==> src/rtl/pic_pkg.sv <==
// Shared types and helpers for the 8259 interrupt-acknowledge sequencer.
// Optional rotating priority is enabled with the PIC_ROTATE_EN macro.
package pic_pkg;

    localparam int NUM_IRQ = 8;
    localparam int IDX_W   = 3;

    typedef enum logic [1:0] {
        IDLE      = 2'd0,
        INT_PEND  = 2'd1,
        WAIT_ACK2 = 2'd2
    } state_t;

    function automatic logic [7:0] rotl8(input logic [7:0] v,
                                         input logic [2:0] n);
        logic [15:0] t;
        t = {v, v} << n;
        return t[15:8];
    endfunction

endpackage

==> src/rtl/pic_priority_resolver.sv <==
// Finds the highest-priority set bit of req, with priority starting at base.
// Index base is highest, wrapping modulo 8.
module pic_priority_resolver
    import pic_pkg::*;
(
    input  logic [7:0] req,
    input  logic [2:0] base,
    output logic       found,
    output logic [2:0] idx
);

    logic [7:0] rot;
    logic [2:0] rel;

    assign rot = rotl8(req, 3'(-base));

    // Lowest set bit of the rotated request is the winner
    always_comb begin
        rel = 3'd0;
        for (int i = 7; i >= 0; i--) begin
            if (rot[i]) begin
                rel = 3'(i);
            end
        end
    end

    assign found = |req;
    assign idx   = rel + base;

endmodule

==> src/rtl/pic_inta_sequencer.sv <==
// 8259 INTA sequencer: nested priority, INT, two-strobe ack, ISR and EOI.
// Define PIC_ROTATE_EN for rotating priority with rotate_on_eoi.
module pic_inta_sequencer
    import pic_pkg::*;
#(
    parameter logic [2:0] SPURIOUS_IDX = 3'd7
) (
    input  logic       clk,
    input  logic       rst_n,
    input  logic [7:0] irr,
    input  logic [7:0] imr,
    input  logic       inta1_stb,
    input  logic       inta2_stb,
    input  logic       aeoi_mode,
    input  logic       eoi_stb,
    input  logic       eoi_specific,
    input  logic [2:0] eoi_level,
    input  logic [4:0] vector_base,
`ifdef PIC_ROTATE_EN
    input  logic       rotate_on_eoi,
`endif
    output logic       int_out,
    output logic [7:0] isr,
    output logic [7:0] irr_clr,
    output logic [7:0] vector_out,
    output logic       vector_valid,
    output logic [2:0] last_serviced_idx
);

    state_t     state_q, state_d;
    logic       int_q, int_d;
    logic [7:0] isr_q, isr_d;
    logic [7:0] irr_clr_q, irr_clr_d;
    logic [7:0] vec_q, vec_d;
    logic       vv_q, vv_d;
    logic [2:0] last_q, last_d;
    logic [2:0] cur_q, cur_d;
    logic       spur_q, spur_d;
    logic [2:0] base;

`ifdef PIC_ROTATE_EN
    logic [2:0] base_q, base_d;
    assign base = base_q;
`else
    assign base = 3'd0;
`endif

    logic       cand_found, top_found, cand_ok;
    logic [2:0] cand_idx, top_idx;
    logic [7:0] clr_m, set_m;

    pic_priority_resolver u_cand (
        .req   (irr & ~imr),
        .base  (base),
        .found (cand_found),
        .idx   (cand_idx)
    );

    pic_priority_resolver u_top (
        .req   (isr_q),
        .base  (base),
        .found (top_found),
        .idx   (top_idx)
    );

    // Candidate must strictly outrank the highest in-service level
    always_comb begin
        cand_ok = cand_found &&
                  (!top_found ||
                   (3'(cand_idx - base) < 3'(top_idx - base)));
    end

    // Next state, ack sequencing, EOI/AEOI clears and ISR sets
    always_comb begin
        state_d   = state_q;
        int_d     = int_q;
        irr_clr_d = 8'h00;
        vec_d     = vec_q;
        vv_d      = 1'b0;
        last_d    = last_q;
        cur_d     = cur_q;
        spur_d    = spur_q;
        clr_m     = 8'h00;
        set_m     = 8'h00;
`ifdef PIC_ROTATE_EN
        base_d    = base_q;
`endif
        unique case (state_q)
            IDLE: begin
                int_d = 1'b0;
                if (cand_ok) begin
                    state_d = INT_PEND;
                    int_d   = 1'b1;
                end
            end
            INT_PEND: begin
                if (inta1_stb) begin
                    int_d   = 1'b0;
                    state_d = WAIT_ACK2;
                    if (cand_ok) begin
                        cur_d     = cand_idx;
                        spur_d    = 1'b0;
                        set_m     = 8'(1) << cand_idx;
                        irr_clr_d = 8'(1) << cand_idx;
                    end else begin
                        cur_d  = SPURIOUS_IDX;
                        spur_d = 1'b1;
                    end
                end
            end
            WAIT_ACK2: begin
                int_d = 1'b0;
                if (inta2_stb) begin
                    vec_d   = {vector_base, cur_q};
                    vv_d    = 1'b1;
                    state_d = IDLE;
                    if (aeoi_mode && !spur_q) begin
                        clr_m  = clr_m | (8'(1) << cur_q);
                        last_d = cur_q;
`ifdef PIC_ROTATE_EN
                        if (rotate_on_eoi) base_d = cur_q + 3'd1;
`endif
                    end
                end
            end
            default: begin
                state_d = IDLE;
                int_d   = 1'b0;
            end
        endcase
        if (eoi_stb) begin
            if (eoi_specific) begin
                if (isr_q[eoi_level]) begin
                    clr_m  = clr_m | (8'(1) << eoi_level);
                    last_d = eoi_level;
                end
            end else if (top_found) begin
                clr_m  = clr_m | (8'(1) << top_idx);
                last_d = top_idx;
`ifdef PIC_ROTATE_EN
                if (rotate_on_eoi) base_d = top_idx + 3'd1;
`endif
            end
        end
        isr_d = (isr_q & ~clr_m) | set_m;
    end

    // State and output registers
    always_ff @(posedge clk or negedge rst_n) begin
        if (!rst_n) begin
            state_q   <= IDLE;
            int_q     <= 1'b0;
            isr_q     <= 8'h00;
            irr_clr_q <= 8'h00;
            vec_q     <= 8'h00;
            vv_q      <= 1'b0;
            last_q    <= 3'd0;
            cur_q     <= 3'd0;
            spur_q    <= 1'b0;
`ifdef PIC_ROTATE_EN
            base_q    <= 3'd0;
`endif
        end else begin
            state_q   <= state_d;
            int_q     <= int_d;
            isr_q     <= isr_d;
            irr_clr_q <= irr_clr_d;
            vec_q     <= vec_d;
            vv_q      <= vv_d;
            last_q    <= last_d;
            cur_q     <= cur_d;
            spur_q    <= spur_d;
`ifdef PIC_ROTATE_EN
            base_q    <= base_d;
`endif
        end
    end

    assign int_out           = int_q;
    assign isr               = isr_q;
    assign irr_clr           = irr_clr_q;
    assign vector_out        = vec_q;
    assign vector_valid      = vv_q;
    assign last_serviced_idx = last_q;

endmodule
==> config.mk <==
export PLATFORM = sky130hd
export DESIGN_NAME = pic_inta_sequencer
export DESIGN_NICKNAME = d
export VERILOG_FILES = /design/src/rtl/pic_pkg.sv /design/src/rtl/pic_priority_resolver.sv /design/src/rtl/pic_inta_sequencer.sv
export SDC_FILE = /design/constraint.sdc
export NUM_CORES = 1
export LEC_CHECK = 0
export BUFFER_PORTS_ARGS = -buffer_cell sky130_fd_sc_hd__buf_2
export CAP_MARGIN = 20
export CORE_MARGIN = 2
export CORE_UTILIZATION = 60
export CTS_BUF_LIST = sky130_fd_sc_hd__clkbuf_4
export DETAILED_ROUTE_END_ITERATION = 6
export PLACE_DENSITY = 0.86
export REMOVE_ABC_BUFFERS = 1
export SLEW_MARGIN = 20
export SYNTH_ARGS = -nofsm -noshare
export SYNTH_HDL_FRONTEND = slang
export SYNTH_HIERARCHICAL = 1
export SYNTH_SLANG_ARGS = --single-unit
==> constraint.sdc <==
create_clock -name clk -period 6 [get_ports clk]
set_input_delay 0.9 -clock clk [delete_from_list [all_inputs] [get_ports clk]]
set_output_delay 0.9 -clock clk [all_outputs]
set_load 0.1 [all_outputs]
======== Word-level counts from Yosys, hierarchy flattened ========
Index checks and enable logic that the tools add are counted.
operators by class
  bitwise gates (word level) .............. 7
  $mul .................................... 0
  equal/unequal tests ..................... 5
  $add $sub $neg .......................... 0
  shifts and indexed selects .............. 4
  multiplexer cells ....................... 46
  reductions and logical operators ........ 11
  order comparisons ....................... 2
  divide/modulo/power cells ............... 0
operator list
  operator                                                    count
  2-to-1 mux 8 bit                                            10
  2-to-1 mux 3 bit                                            24
  << shifter 1 x 3 -> 8 bit, first input constant             4
  OR 8 bit                                                    3
  AND 8 bit                                                   2
  NOT 8 bit                                                   2
  OR reduction 8 bit                                          2
  2-to-1 mux 1 bit                                            6
  2-to-1 mux 2 bit                                            3
  inequality test 2 bit, second input constant                3
  case mux 2 bit (3 select lines)                             1
  less-than comparator 3 x 4 -> 1 bit, second input constant  1
  AND reduction 2 bit                                         2
  binary-select mux 1 bit (select 3 bit)                      1
  less-than comparator 3 bit                                  1
  AND reduction 3 bit                                         1
  == test 2 x 1 -> 1 bit, second input constant               1
  == test 2 bit, second input constant                        1
  logical AND 1 bit                                           2
  logical NOT 1 bit                                           2
  logical NOT 2 bit                                           1
  case mux 1 bit (2 select lines)                             1
  logical OR 1 bit                                            1
storage, ports and cells
  bits in latches ......................... 0
  output and inout port bits .............. 29
  bits in registers ....................... 35
  RAM bits ................................ 0
  input port bits ......................... 31
  memories kept ........................... 0
  logic and storage cells ................. 84
  bits in read-only memories .............. 0

======== Longest topological paths before layout ========
  depth after elaboration ................. 17
  depth in mapped cells ................... 19
  depth with buffers taken out ............ 17

======== By module ========
Netlist, hierarchy kept.
by module, submodules not included
  module                 area an instance (sq um)  times used  sequential area each (sq um)  cells an instance
  pic_inta_sequencer     1858.0                    1           875.8                         181
  pic_priority_resolver  475.5                     2           0.0                           49

======== Worst setup path after synthesis ========
No wires, ideal clock.
  path kind ............................... input-to-reg
  start ................................... input irr[3]
  end ..................................... register irr_clr_q[6] (netlist: irr_clr[6])
  required time ........................... 5.913 ns
  setup slack ............................. 2.297 ns
  buffers on the path ..................... 1
  setup time .............................. 0.087 ns
  stages .................................. 12
  data arrival time ....................... 3.616 ns
  cells stage by stage .................... nor2b_1 -> mux4_2 -> or2_1 -> o2111ai_2 -> a31oi_1 -> a22o_1 -> ha_1 -> clkbuf_1 -> nand2b_1 -> a211oi_2 -> o211ai_1 -> nor3_1
between the ends
  longest elaborated chain between the ends .. 11
ends and longest elaborated chain
  element                             RTL line                     RTL
  start: declaration                  pic_inta_sequencer.sv:10     input logic [7:0] irr,
  AND 8 bit (*)                       pic_inta_sequencer.sv:53     .req (irr & ~imr),
  2-to-1 mux 3 bit (*) (4 in series)  pic_priority_resolver.sv:21  if (rot[i]) begin
  net cand_idx[0]                     pic_inta_sequencer.sv:49     logic [2:0] cand_idx, top_idx;
  less-than comparator 3 bit          pic_inta_sequencer.sv:70     (3'(cand_idx - base) < 3'(top_idx - base)));
  logical OR 1 bit                    pic_inta_sequencer.sv:69     (!top_found ||
  logical AND 1 bit                   pic_inta_sequencer.sv:68     cand_ok = cand_found &&
  2-to-1 mux 8 bit (*)                pic_inta_sequencer.sv:100    if (cand_ok) begin
  2-to-1 mux 8 bit (*)                pic_inta_sequencer.sv:97     if (inta1_stb) begin
  2-to-1 mux 8 bit (*)                pic_inta_sequencer.sv:88     unique case (state_q)
  net irr_clr_d[6]                    pic_inta_sequencer.sv:33     logic [7:0] irr_clr_q, irr_clr_d;
  end signal: assignment              pic_inta_sequencer.sv:167    irr_clr_q <= irr_clr_d;
  end: declaration                    pic_inta_sequencer.sv:33
The timed path passes the listed nets; every way through them passes the cells marked *.
A chain may end at the register's enable or synchronous reset.

======== Worst setup path in the final report ========
  start ................................... register isr_q[1] (netlist: isr[1])
  end ..................................... register isr_q[3] (netlist: isr[3])
between the ends
  longest elaborated chain between the ends .. 10
ends and longest elaborated chain
  element                                                             RTL line                     RTL
  start: declaration                                                  pic_inta_sequencer.sv:32     logic [7:0] isr_q, isr_d;
  start signal: assignment                                            pic_inta_sequencer.sv:166    isr_q <= isr_d;
  2-to-1 mux 3 bit (*) (2 in series)                                  pic_priority_resolver.sv:21
  net top_idx[2]                                                      pic_inta_sequencer.sv:49
  branches (longest 7 deep; another with less-than comparator 3 bit)  -
  OR 8 bit (*)                                                        pic_inta_sequencer.sv:145    isr_d = (isr_q & ~clr_m) | set_m;
  net isr_d[3]                                                        pic_inta_sequencer.sv:32
Mark *: on every way through the listed nets, which the timed path passes. The select of a mux whose other input is x is not followed.

==> metrics <==
outcome=complete, no violations; Setup CP Type=flop to flop; count of state elements after synthesis=35; wire length of the first global-routing pass=10.67 mm; DRC errors left=0; Async S/R FF share, synth=100.0%; count of H-tree levels built during CTS=2; CTS resizes=0; Max Cap Viol=0; initial antenna violation count=0; Compound-Gate Fraction of Synth Area=16.70%; number of warnings issued by yosys=6; number of enable flip-flop cells after synthesis=0; number of fill cells=324; number of optimization iterations in the first detailed-route pass=5; Final TNS setup=0 ns; DP HPWL=4.983 mm; Routed Wire Length=6.548 mm; cell chosen for the clock root=sky130_fd_sc_hd__clkbuf_4; Cell variety after synth=56; endpoint required time on the critical path=6.24 ns; maximum clock frequency=265.1 MHz; starting density of the core=63.20%; Core Area=0.004444 mm²; type of the most critical hold path=flop to flop; Final Critical Period=3.772 ns; CTS Buffer Depth=2; Die Area=0.005245 mm²; count of endpoints failing hold in the final timing report=0; placement row count=24; share of synthesized area spent on multiplexers=19.82%; largest family of logic cells by synthesized area=simple AND/OR/NAND/NOR gates; clock latency of the later-clocked register in the worst-skew pair=0.33 ns; adder-cell share of the synthesized area=4.098%; CP Data Arrival Time=4.02 ns; transition time at the pin with the least slew margin=0.7583 ns; vias in the first global route=2346; number of clock sinks=35; Antenna Violating Nets Remaining=0; io pins=60; most instantiated flip-flop cell in the synthesis netlist=sky130_fd_sc_hd__dfrtp_1; fraction of final layout cells with drive strength greater than 1=30.17%; die height=72.42 µm; final layout net count=386; clock input transition at the sequential cells of the worst setup and hold paths=0.11 ns; maximum number of pins on one net before global-route repair=36; final estimated routing congestion in global placement=0.9326; biggest area consumer among synthesized cells=sky130_fd_sc_hd__dfrtp_1; Finish-stage setup viols=0; Die W=72.42 µm; Worst setup SP type=flop; detailed router's first-iteration violation count=199; WL per Instance=16.37 µm; instance count of the mapped netlist=279; worst-path maximum fanout=8; most common cell after layout, fill and taps aside=sky130_fd_sc_hd__buf_2; vias per cell=6.268; Yosys top cell area share=31.18%; commonest cells after routing, fill and taps aside=sky130_fd_sc_hd__buf_2 (59), sky130_fd_sc_hd__dfrtp_1 (35), sky130_fd_sc_hd__inv_1 (21), sky130_fd_sc_hd__nor2_1 (19), sky130_fd_sc_hd__mux4_2 (17); via count=2507; Synth Area per Inst=10.07 µm²; aggregate global-route resource usage=25.85%; port bufs=59; normalized max-slew margin=49.44%; Hold-fix buffers, CTS=0; clock tree from TritonCTS=built; antenna diode instance count=0; buffer count from post-CTS setup fixing=0; global-route congestion overflow total=0; number of pins with negative max-slew slack in the final report=0; area of the mapped netlist=0.002809 mm²; RSZ-0062 raised after global routing=no; post-synthesis sequential area ratio=31.18%; xor-xnor portion of the synthesized cell area=1.871%; endpoint class of the critical path=flop; Final period util=62.87%; simple-gate share of the synthesized area=21.56%; cts bufs inserted=5; final core utilization=72.64%; Worst Skew=0.008166 ns; synth top area cells=sky130_fd_sc_hd__dfrtp_1 (31%), sky130_fd_sc_hd__mux4_2 (14%), sky130_fd_sc_hd__mux2_2 (4.4%), sky130_fd_sc_hd__nand2b_1 (3.1%), sky130_fd_sc_hd__nor2b_1 (3.1%); Layout Area Growth over Synthesis=14.92%
-- metrics by stage --
stage                     setup slack, ns  instances  hold slack, ns  cell area (µm²)
after floorplan                     2.360        281          0.4423             2791
after global placement              2.058        392          0.4702             3152
after detailed placement            1.985        392          0.4739             3152
after CTS                           2.286        400          0.4983             3228
after global routing                1.881        400          0.5143             3228
final                               2.228        400          0.4980             3228
-- Yosys cell counts (3+ instances only) --
library cell                n
sky130_fd_sc_hd__nor3_1     7
sky130_fd_sc_hd__nor2b_1   14
sky130_fd_sc_hd__inv_1     21
sky130_fd_sc_hd__nand3_1    4
sky130_fd_sc_hd__nand2_1   15
sky130_fd_sc_hd__o21ai_0   12
sky130_fd_sc_hd__nand2b_1  14
sky130_fd_sc_hd__xnor2_1    4
sky130_fd_sc_hd__mux2_2    11
sky130_fd_sc_hd__a32o_1     3
sky130_fd_sc_hd__nand3b_1   6
sky130_fd_sc_hd__mux2i_1    5
sky130_fd_sc_hd__a21oi_1    7
sky130_fd_sc_hd__o31ai_1    3
sky130_fd_sc_hd__nor4_1     8
sky130_fd_sc_hd__mux4_2    17
sky130_fd_sc_hd__o22ai_1    5
sky130_fd_sc_hd__dfrtp_1   35
sky130_fd_sc_hd__nand4_1    3
sky130_fd_sc_hd__buf_6      3
sky130_fd_sc_hd__ha_1       6
sky130_fd_sc_hd__a31oi_1    3
sky130_fd_sc_hd__nor2_1    19
-- registers in the layout, indices dropped and copies added, names as in the netlist --
signal,flops
state_q,2
cur_q,3
spur_q,1
vector_valid,1
int_out,1
isr,8
irr_clr,8
vector_out,8
last_serviced_idx,3
-- metal layers --
metal	routed length, µm	GRT usage, %	vias to the layer above
met3	441	5.000	8
met2	3244	43.43	110
li1	-	-	1185
met5	0	0	-
met4	70	7.202	0
met1	2792	34.54	1204
-- worst paths after layout --
path                                     from                   endpoint  slack (ns)  cells after the start
setup reg to reg             isr[1]$_DFF_PN0_           isr[3]$_DFF_PN0_        2.23                     10
max in group asynchronous               rst_n           isr[2]$_DFF_PN0_        4.89                      1
hold reg to reg            spur_q$_DFFE_PN0P_         spur_q$_DFFE_PN0P_        0.50                      2
min in group asynchronous               rst_n  vector_out[4]$_DFFE_PN0P_        0.63                      1
setup / recovery             isr[1]$_DFF_PN0_           isr[3]$_DFF_PN0_        2.23                     10
hold / removal             spur_q$_DFFE_PN0P_         spur_q$_DFFE_PN0P_        0.50                      2
-- cell families after synthesis --
logic type	count (synthesis)
AO/OA/AOI/OAI	61
XOR/XNOR	6
adder cells (fa/ha/maj)	8
buffers and inverters	28
flip-flops	35
multiplexers	33
other	1
AND/OR/NAND/NOR	107
-- area by class of cell --
type | instances | area (µm²) | share of cell area (%)
Clock inverter | 3 | 38.79 | 1.202
Clock buffer | 5 | 37.54 | 1.163
Tap cell | 52 | 65.06 | 2.016
Multi-Input combinational cell | 225 | 1837 | 56.90
Sequential cell | 35 | 875.8 | 27.13
Inverter | 21 | 78.83 | 2.442
Timing Repair Buffer | 59 | 295.3 | 9.147
-- worst max-delay path, cell delays in order (launching register included) --
cell                       delay [ns]
sky130_fd_sc_hd__dfrtp_1         0.48
sky130_fd_sc_hd__mux4_2          0.54
sky130_fd_sc_hd__nor4_1          0.38
sky130_fd_sc_hd__nor2b_1         0.18
sky130_fd_sc_hd__a21oi_1         0.08
sky130_fd_sc_hd__xnor2_1         0.59
sky130_fd_sc_hd__inv_1           0.11
sky130_fd_sc_hd__ha_1            0.29
sky130_fd_sc_hd__o21ai_0         0.44
sky130_fd_sc_hd__o211ai_1        0.32
sky130_fd_sc_hd__o22ai_1         0.27
Power is left out: the tool's default activity adds up to more than one toggle a clock period on the data nets, which glitch-free logic cannot reach.
